--- config.mk ---
export PLATFORM = sky130hd
export DESIGN_NAME = bp_be_pipe_int_staged
export DESIGN_NICKNAME = d
export VERILOG_FILES = /design/src/rtl/bp_be_pipe_int_staged_pkg.sv /design/src/rtl/bp_be_int_alu.sv /design/src/rtl/bp_be_pipe_int_stage_reg.sv /design/src/rtl/bp_be_pipe_int_staged.sv
export SDC_FILE = /design/constraint.sdc
export NUM_CORES = 2
export LEC_CHECK = 0
export ABC_CLOCK_PERIOD_IN_PS = 8900
export CAP_MARGIN = 0
export CORE_MARGIN = 5
export CORE_UTILIZATION = 25
export DETAILED_ROUTE_END_ITERATION = 6
export DONT_BUFFER_PORTS = 1
export GPL_TIMING_DRIVEN = 0
export SYNTH_ARGS = -nofsm -noshare
export SYNTH_HDL_FRONTEND = slang
export SYNTH_SLANG_ARGS = --single-unit
--- constraint.sdc ---
create_clock -name clk_i -period 8.9 [get_ports clk_i]
set_input_delay 0.445 -clock clk_i [delete_from_list [all_inputs] [get_ports clk_i]]
set_output_delay 0.445 -clock clk_i [all_outputs]
set_load 0.01 [all_outputs]
--- src/rtl/bp_be_pipe_int_staged_pkg.sv ---
// Shared types for the staged integer pipe: ALU op codes, result select and the decode bundle.
package bp_be_pipe_int_staged_pkg;

    typedef enum logic [3:0] {
        e_op_add  = 4'd0,
        e_op_sub  = 4'd1,
        e_op_sll  = 4'd2,
        e_op_slt  = 4'd3,
        e_op_sltu = 4'd4,
        e_op_xor  = 4'd5,
        e_op_srl  = 4'd6,
        e_op_sra  = 4'd7,
        e_op_or   = 4'd8,
        e_op_and  = 4'd9,
        e_op_eq   = 4'd10,
        e_op_ne   = 4'd11,
        e_op_lt   = 4'd12,
        e_op_ge   = 4'd13,
        e_op_ltu  = 4'd14,
        e_op_geu  = 4'd15
    } bp_be_fu_op_e;

    // The FP encoding is kept so decode stays compatible; this pipe returns the ALU result for it.
    typedef enum logic [1:0] {
        e_result_alu = 2'd0,
        e_result_pc4 = 2'd1,
        e_result_fp  = 2'd2
    } bp_be_result_sel_e;

    typedef struct packed {
        bp_be_fu_op_e      fu_op;
        logic              opw_v;
        logic              src1_sel;
        logic              src2_sel;
        logic              baddr_sel;
        bp_be_result_sel_e result_sel;
        logic              br_v;
        logic              jmp_v;
        logic              pipe_int_v;
    } bp_be_decode_s;

    localparam int bp_be_decode_width_gp = $bits(bp_be_decode_s);

endpackage

--- src/rtl/bp_be_int_alu.sv ---
// Integer ALU for stage 0; opw_v ops compute on the low word and sign-extend the 32-bit result.
module bp_be_int_alu
    import bp_be_pipe_int_staged_pkg::*;
#(
    parameter int width_p = 64
) (
    input  logic [width_p-1:0] src1,
    input  logic [width_p-1:0] src2,
    input  bp_be_fu_op_e       fu_op,
    input  logic               opw_v,
    output logic [width_p-1:0] result
);
    localparam int shamt_width_lp = $clog2(width_p);

    logic [width_p-1:0]        shift_src;
    logic [width_p-1:0]        raw;
    logic [shamt_width_lp-1:0] shamt;

    always_comb begin
        shamt     = src2[shamt_width_lp-1:0];
        shift_src = src1;
        // Word shifts must see a clean 32-bit operand so bits shifted in from above are correct.
        if (opw_v) begin
            shamt     = shamt_width_lp'(src2[4:0]);
            shift_src = (fu_op == e_op_sra) ? {{(width_p-32){src1[31]}}, src1[31:0]}
                                            : {{(width_p-32){1'b0}}, src1[31:0]};
        end

        raw = '0;
        case (fu_op)
            e_op_add:           raw = src1 + src2;
            e_op_sub:           raw = src1 - src2;
            e_op_sll:           raw = src1 << shamt;
            e_op_slt, e_op_lt:  raw = width_p'($signed(src1) < $signed(src2));
            e_op_sltu, e_op_ltu: raw = width_p'(src1 < src2);
            e_op_xor:           raw = src1 ^ src2;
            e_op_srl:           raw = shift_src >> shamt;
            e_op_sra:           raw = $unsigned($signed(shift_src) >>> shamt);
            e_op_or:            raw = src1 | src2;
            e_op_and:           raw = src1 & src2;
            e_op_eq:            raw = width_p'(src1 == src2);
            e_op_ne:            raw = width_p'(src1 != src2);
            e_op_ge:            raw = width_p'(!($signed(src1) < $signed(src2)));
            e_op_geu:           raw = width_p'(!(src1 < src2));
            default:            raw = '0;
        endcase

        result = opw_v ? {{(width_p-32){raw[31]}}, raw[31:0]} : raw;
    end

endmodule

--- src/rtl/bp_be_pipe_int_stage_reg.sv ---
// One retiming stage of the integer pipe. The record's MSB is its valid bit; flush clears only that bit.
module bp_be_pipe_int_stage_reg #(
    parameter int width_p = 8
) (
    input  logic               clk,
    input  logic               rst_b,
    input  logic               en,
    input  logic               flush,
    input  logic [width_p-1:0] d,
    output logic [width_p-1:0] q
);
    always_ff @(posedge clk) begin
        if (!rst_b) begin
            q <= '0;
        end else if (flush) begin
            q[width_p-1] <= 1'b0;
        end else if (en) begin
            q <= d;
        end
    end

endmodule

--- src/rtl/bp_be_pipe_int_staged.sv ---
// Integer execution pipe: stage-0 ALU/branch resolve, then latency_p registered stages with stall/flush.
// Defining BP_BE_PIPE_INT_FWD_EN adds the fwd_* per-stage bypass taps.
module bp_be_pipe_int_staged
    import bp_be_pipe_int_staged_pkg::*;
#(
    parameter int vaddr_width_p = 39,
    parameter int dword_width_p = 64,
    parameter int instr_width_p = 32,
    parameter int latency_p     = 2,
    parameter int tag_width_p   = 5
) (
    input  logic                             clk_i,
    input  logic                             reset_i,
    input  logic                             v_i,
    output logic                             ready_o,
    input  logic [bp_be_decode_width_gp-1:0] decode_i,
    input  logic [instr_width_p-1:0]         instr_i,
    input  logic [vaddr_width_p-1:0]         pc_i,
    input  logic [dword_width_p-1:0]         rs1_i,
    input  logic [dword_width_p-1:0]         rs2_i,
    input  logic [dword_width_p-1:0]         imm_i,
    input  logic [tag_width_p-1:0]           tag_i,
    input  logic [vaddr_width_p-1:0]         npc_i,
    input  logic                             stall_i,
    input  logic                             flush_i,
    output logic                             v_o,
    output logic [dword_width_p-1:0]         data_o,
    output logic [tag_width_p-1:0]           tag_o,
    output logic [vaddr_width_p-1:0]         br_tgt_o,
    output logic                             mispredict_o
`ifdef BP_BE_PIPE_INT_FWD_EN
    ,
    output logic [latency_p-1:0]             fwd_v_o,
    output logic [latency_p*tag_width_p-1:0] fwd_tag_o,
    output logic [latency_p*dword_width_p-1:0] fwd_data_o
`endif
);
    // v must stay first: the stage register treats the MSB as the valid bit.
    typedef struct packed {
        logic                     v;
        logic [tag_width_p-1:0]   tag;
        logic [dword_width_p-1:0] data;
        logic [vaddr_width_p-1:0] br_tgt;
        logic                     mispredict;
    } bp_be_pipe_int_stage_s;

    localparam int stage_width_lp = $bits(bp_be_pipe_int_stage_s);

    bp_be_decode_s            decode;
    logic [dword_width_p-1:0] pc_sext, pc4, src1, src2, baddr, tgt_full, alu_result;
    logic [vaddr_width_p-1:0] br_tgt;
    logic                     btaken;
    bp_be_pipe_int_stage_s    issue_rec, final_rec;
    logic [latency_p:0][stage_width_lp-1:0] chain;

    assign decode   = decode_i;
    assign pc_sext  = {{(dword_width_p-vaddr_width_p){pc_i[vaddr_width_p-1]}}, pc_i};
    assign pc4      = pc_sext + dword_width_p'(4);
    assign src1     = decode.src1_sel  ? pc_sext : rs1_i;
    assign src2     = decode.src2_sel  ? imm_i   : rs2_i;
    assign baddr    = decode.baddr_sel ? src1    : pc_sext;
    assign tgt_full = baddr + imm_i;

    bp_be_int_alu #(.width_p(dword_width_p)) alu (
        .src1   (src1),
        .src2   (src2),
        .fu_op  (decode.fu_op),
        .opw_v  (decode.opw_v),
        .result (alu_result)
    );

    assign btaken = (decode.br_v & alu_result[0]) | decode.jmp_v;
    assign br_tgt = (decode.pipe_int_v & btaken) ? tgt_full[vaddr_width_p-1:0]
                                                 : pc4[vaddr_width_p-1:0];

    assign issue_rec.v          = v_i & ~stall_i & ~flush_i;
    assign issue_rec.tag        = tag_i;
    assign issue_rec.data       = (decode.result_sel == e_result_pc4) ? pc4 : alu_result;
    assign issue_rec.br_tgt     = br_tgt;
    assign issue_rec.mispredict = (br_tgt != npc_i);

    assign chain[0] = issue_rec;

    for (genvar i = 1; i <= latency_p; i++) begin : g_stage
        bp_be_pipe_int_stage_reg #(.width_p(stage_width_lp)) stage_reg (
            .clk   (clk_i),
            .rst_b (reset_i),
            .en    (~stall_i),
            .flush (flush_i),
            .d     (chain[i-1]),
            .q     (chain[i])
        );
    end

    assign final_rec    = chain[latency_p];
    assign ready_o      = ~stall_i;
    assign v_o          = final_rec.v;
    assign data_o       = final_rec.data;
    assign tag_o        = final_rec.tag;
    assign br_tgt_o     = final_rec.br_tgt;
    assign mispredict_o = final_rec.v & final_rec.mispredict;

`ifdef BP_BE_PIPE_INT_FWD_EN
    for (genvar i = 0; i < latency_p; i++) begin : g_fwd
        bp_be_pipe_int_stage_s tap;
        assign tap = chain[i+1];
        assign fwd_v_o[i]                                 = tap.v;
        assign fwd_tag_o[i*tag_width_p +: tag_width_p]     = tap.tag;
        assign fwd_data_o[i*dword_width_p +: dword_width_p] = tap.data;
    end
`endif

    // Raw instruction and target carry-out are not needed by this pipe.
    logic unused_bits;
    assign unused_bits = ^{instr_i, tgt_full[dword_width_p-1:vaddr_width_p]};

endmodule

# Word-level counts from Yosys, hierarchy flattened
# Cells that the tools add are included.
[word_totals]
ff_bits = 220
in_bits = 325
output_inout_bits = 111
elab_cells = 61
[op_classes]
add_sub_neg = 4
order_cmp = 2
n_eq_ne = 19
shifts = 3
mux = 10
n_bitwise = 12
n_reduce_logical = 7
[op_table]
columns = ["operator", "n"]
rows = [
  ["$pmux W64 S14", 1],
  ["$mux W64", 6],
  ["$lt A64 B64 Y1", 2],
  ["$mux W39", 2],
  ["$add A64 B64 Y64", 1],
  ["$and A64 B64 Y64", 1],
  ["$eq A64 B64 Y1", 1],
  ["$ne A64 B64 Y1", 1],
  ["$or A64 B64 Y64", 1],
  ["$shl A64 B6 Y64", 1],
  ["$shr A64 B6 Y64", 1],
  ["$sshr A64 B6 Y64", 1],
  ["$sub A64 B64 Y64", 1],
  ["$xor A64 B64 Y64", 1],
  ["$add A39 B4 Y40 const B", 1],
  ["$add A39 B39 Y39", 1],
  ["$ne A39 B39 Y1", 1],
  ["$eq A4 B4 Y1 const B", 8],
  ["$eq A4 B3 Y1 const B", 4],
  ["$eq A4 B2 Y1 const B", 2],
  ["$mux W6", 1],
  ["$reduce_or A2 Y1", 3],
  ["$and A1 B1 Y1", 5],
  ["$eq A4 B1 Y1 const B", 1],
  ["6 further kinds", 9],
]

# Logic depth before layout (Yosys ltp)
[logic_depth]
ltp_word = 11
depth_mapped = 31
mapped_depth_nobuf = 20

# Hierarchy
# Synthesis repeated with hierarchy kept, for this count alone.
[hier_totals]
cells_unflattened = 5257
area_unflattened_um2 = 36428.7
[by_module_without_submodules]
columns = ["module", "instances", "cells_per_inst", "area_per_inst_um2", "seq_area_each_um2"]
rows = [
  ["bp_be_int_alu", 1, 3183, 20250.7, 0.0],
  ["bp_be_pipe_int_stage_reg", 2, 476, 4369.2, 2202.1],
  ["bp_be_pipe_int_staged", 1, 1122, 7439.6, 0.0],
]

# Worst setup path after synthesis
# Ideal clock, no wire load.
[synth_timing]
kind = "input -> register"
startpoint = "in decode_i[6]"
endpoint = "reg g_stage[1].stage_reg.q[0]"
setup_time_ns = 0.121
t_arrival_ns = 7.175
setup_slack_ns = 1.604
path_stages = 29
path_buffers = 9
cell_sequence = "buf_4 mux2i_4 inv_2 clkbuf_1 buf_2 clkbuf_1 clkbuf_1 clkbuf_1 buf_2 buf_1 ha_1 inv_1 fa_1 nor2b_1 o311ai_0 a31oi_1 o21a_1 o31ai_1 nand2_1 mux2i_1 a41o_1 buf_4 and3_1 or3_1 a2111oi_0 nand4_1 or4_1 nor4_1 nor2_1"
[synth_between]
elab_chain_len = 10
[synth_lines]
columns = ["item", "line_no", "source"]
rows = [
  ["start: declaration", "bp_be_pipe_int_staged.sv:16", "input logic [bp_be_decode_width_gp-1:0] decode_i,"],
  ["$mux W64 *", "bp_be_pipe_int_staged.sv:60", "assign src2 = decode.src2_sel ? imm_i : rs2_i;"],
  ["$lt A64 B64 Y1, or another cell as far along", "bp_be_int_alu.sv:35, bp_be_int_alu.sv:44", ""],
  ["$logic_not A1 Y1, or another cell as far along", "bp_be_int_alu.sv:44", "e_op_geu: raw = width_p'(!(src1 < src2));"],
  ["$pmux W64 S14 *", "bp_be_int_alu.sv:30", "case (fu_op)"],
  ["$mux W64 *", "bp_be_int_alu.sv:48", "result = opw_v ? {{(width_p-32){raw[31]}}, raw[31:0]} : raw;"],
  ["$and A1 B1 Y1 *", "bp_be_pipe_int_staged.sv:72", "assign btaken = (decode.br_v & alu_result[0]) | decode.jmp_v;"],
  ["$or A1 B1 Y1 *", "bp_be_pipe_int_staged.sv:72", ""],
  ["$and A1 B1 Y1 *", "bp_be_pipe_int_staged.sv:73", "assign br_tgt = (decode.pipe_int_v & btaken) ? tgt_full[vaddr_width_p-1:0]"],
  ["$mux W39 *", "bp_be_pipe_int_staged.sv:73", ""],
  ["$ne A39 B39 Y1 *", "bp_be_pipe_int_staged.sv:80", "assign issue_rec.mispredict = (br_tgt != npc_i);"],
  ["end signal: assignment", "bp_be_pipe_int_stage_reg.sv:14", "q <= '0;"],
  ["end signal: indexed assignment", "bp_be_pipe_int_stage_reg.sv:16", "q[width_p-1] <= 1'b0;"],
  ["end signal: assignment", "bp_be_pipe_int_stage_reg.sv:18", "q <= d;"],
  ["end: declaration", "bp_be_pipe_int_stage_reg.sv:10", "output logic [width_p-1:0] q"],
]
# Every way passes the cells marked *; elsewhere a longest branch is shown, timed or not.
# A chain may end at the register's enable or synchronous reset.

# Worst setup path in the final report
[layout_timing]
startpoint = "in decode_i[6]"
endpoint = "reg g_stage[1].stage_reg.q[96]"
[layout_between]
elab_chain_len = 6
[layout_lines]
columns = ["item", "line_no", "source"]
rows = [
  ["$mux W64 *", "bp_be_pipe_int_staged.sv:60", ""],
  ["parallel branches: the longest is 2 deep, another holds $sub A64 B64 Y64", "-", ""],
  ["$pmux W64 S14 *", "bp_be_int_alu.sv:30", ""],
  ["$mux W64 *", "bp_be_int_alu.sv:48", ""],
  ["$mux W64 *", "bp_be_pipe_int_staged.sv:78", "assign issue_rec.data = (decode.result_sel == e_result_pc4) ? pc4 : alu_result;"],
]
# Mark *: on every way between the ends.

==> reports/qor.yml <==
status:
  status: "finished with violations"
  violations: "max-capacitance violations, max-slew violations, negative setup slack"
setup_path:
  reg2reg_slack_ps: 6650
  crit_buf_inv: 7
  endpoint_kind: "register"
  cp_data_required_time_ps: 9270
  crit_fanout: 18
  cp-start-kind: "input pin"
  r2r_cells: 4
  slowest_delay_ps: 770
  critical_path_class: "input pin to register"
  arrival_ps: 9410
  crit_chain: "buf_4, buf_4, mux2i_2, clkinv_2, buf_1, clkbuf_1, clkbuf_2, clkdlybuf4s15_2, ha_1, a21o_1, a21oi_1, o21ai_0, a31oi_1, o21bai_1, a22oi_1, o2111ai_1, a41o_1, a21oi_1, o41ai_2, a31oi_1, o41ai_1, o221a_2, o21a_1, a21oi_1"
  critPathSlowestCell: "clkdlybuf4s15_2"
  crit_top_cell: "a21oi_1"
  worst-path-stages: 24
  cp_top_family: "compound AO/OA/AOI/OAI gates"
sta:
  skew_ps: 23.3
  maxSlewViolCount: 23
  fin_crit_ps: 9040
  hold_viol: 0
  rsz0062_at_grt: "false"
  setup_violations: 6
  worst_slack_ps: -140
  tns_ps: -596
  final.period_utilization: 1.02
  whs_ps: 67.1
  fmax_mhz: 111
  tightest_slew_ps: 1630
  slew_headroom: -0.120
die:
  start_util: 0.251
  die-height_um: 376
  ioPinCount: 436
  die_x_um: 376
  fp.coreArea_um2: 133000
  dieArea_um2: 141000
  num_rows: 134
clocking:
  cts_hold_buf: 0
  clock_latency_ps: 530
  cts_tree: "done"
  cts_num_sinks: 220
  cts_buffers: 19
  root_buffer: "clkbuf_16"
  cts.reportedPaths.clkPinSlew_ps: 70
  htree_num_levels: 1
  cts_buffer_depth: 3
finish:
  top_register: "g_stage.stage_reg.q"
  largest_reg_flops: 220
  nFillCells: 15081
  layout_commonest_cell: "nand2_1"
  final_cell_mix: "nand2_1, a21oi_1, nor2_1"
  fin_nets: 5633
  regArea_um2: 4400
  top_regs: "g_stage.stage_reg.q: 220 flops"
  design_area_um2: 36600
  syn_to_final_growth_pct: 9.12
  multi_input_area_um2: 26000
  drive_above_1_share: 0.0692
pwr:
  p_leak_nw: 14.4
  ir_drop_mv: 0.0833
  combPwrFrac: 0.632
  netSwitchingPower_mw: 2.91
  seqPwrFrac: 0.200
  switching_share: 0.551
  power_frac_clock: 0.168
  p_int_mw: 2.37
  p_per_area_nw_per_um2: 144
  p_total_mw: 5.27
global_routing:
  grt_pass1_wl_um: 358000
  grt_pass1_vias: 39868
  grt_max_degree: 21
  grt_overflow_total: 0
  track_usage: 0.363
  antenna_found_initial: 21
place:
  io_buffers: 0
  post-dp-hpwl_um: 233000
  place.gp.congestion: 1.08
  dpl_cell_area_um2: 35800
  preCtsSetupSlack_ps: -3130
synthesis:
  netlist_instances: 5058
  synth_area_per_cell_um2: 6.62
  yosys_warnings: 0
  synth-edff-count: 0
  synthesis.nets: 5618
  ys.flop_type: "dfxtp_1"
  synth_seq_cells: 220
  synth.cell_area_um2: 33500
  yosysSeqAreaShare: 0.131
  yosysUniqueCellTypes: 92
  async_flop_share: 0
routing:
  routed_wl_um: 274000
  drtAntennaViolNets: 0
  vias: 43280
  drcViolationCount: 0
  avgRoutedWirePerCell_um: 39.9
  first_pass_iters: 7
  drt_iter0_markers: 6528
  viasPerCell: 6.30
worst_hold_path:
  whs_path_depth: 2
  hp-class: "input pin to register"
flow_run:
  maxCapViolations: 6
## cell usage after synthesis, types with 80 or more instances
library cell,n,area share
clkbuf_1,259,0.029
a21oi_1,643,0.096
a211oi_1,143,0.032
xnor2_1,92,0.024
mux2i_1,295,0.088
nor2_1,561,0.063
inv_1,193,0.022
nand3_1,80,0.012
nand2_1,673,0.075
nor3_1,82,0.012
buf_4,112,0.025
ha_1,232,0.087
o21ai_0,392,0.059
dfxtp_1,220,0.13
## stage by stage
stage / std cells / utilization
floorplan: 5058 / -
global placement: 6826 / 0.268
detailed placement: 6833 / 0.269
CTS: 6852 / 0.274
global route: 6857 / 0.274
finish: 6870 / 0.274
## layout make-up
| class | instances | area share |
|---|---|---|
| diodes | 17 | 0.00116 |
| clock buffers | 24 | 0.0135 |
| flip-flops and latches | 220 | 0.120 |
| clock inverters | 9 | 0.00370 |
| well taps | 1768 | 0.0605 |
| inverters | 216 | 0.0222 |
| repair buffers | 10 | 0.00233 |
| plain buffers | 466 | 0.0639 |
| multi-input cells | 4140 | 0.712 |
## kinds of logic after synthesis
kind of cell | after synthesis | synth area share
AO/OA/AOI/OAI | 1765 | 0.326
AND/OR/NAND/NOR | 1656 | 0.214
buffers and inverters | 698 | 0.0942
multiplexers | 349 | 0.111
adder cells (fa/ha/maj) | 235 | 0.0884
flip-flops | 220 | 0.131
XOR/XNOR | 135 | 0.0353
## final timing paths
path	startpoint	end
setup reg to reg	g_stage[1].stage_reg.q[100]	g_stage[1].stage_reg.q[100]
setup / recovery	decode_i[6]	g_stage[1].stage_reg.q[96]
hold / removal	tag_i[0]	g_stage[1].stage_reg.q[104]
hold reg to reg	g_stage[1].stage_reg.q[108]	g_stage[2].stage_reg.q[108]
## per-layer routing
| metal | routed length, um | global-route usage | vias up |
|---|---|---|---|
| li1 | - | - | 18079 |
| met1 | 112000 | 0.469 | 21407 |
| met2 | 115000 | 0.553 | 3046 |
| met3 | 28800 | 0.0963 | 734 |
| met4 | 18600 | 0.195 | 14 |
| met5 | 81 | 0.000343 | - |
## power groups by stage
stage	clock, mW	sequential [mW]	combinational (mW)
floorplan	0	1.06	1.76
global placement	0	1.07	3.14
detailed placement	0	1.08	3.13
CTS	0.891	1.05	3.13
global route	0.928	1.06	3.36
finish	0.887	1.05	3.33
## timing repair
action / 4_1_cts / 5_1_grt
resized for setup: 41 / 9
endpoints found under the setup margin: 90 / 6
gates cloned: 0 / 0
buffers inserted: 0 / 1
Power figures use the tool's default switching activity.
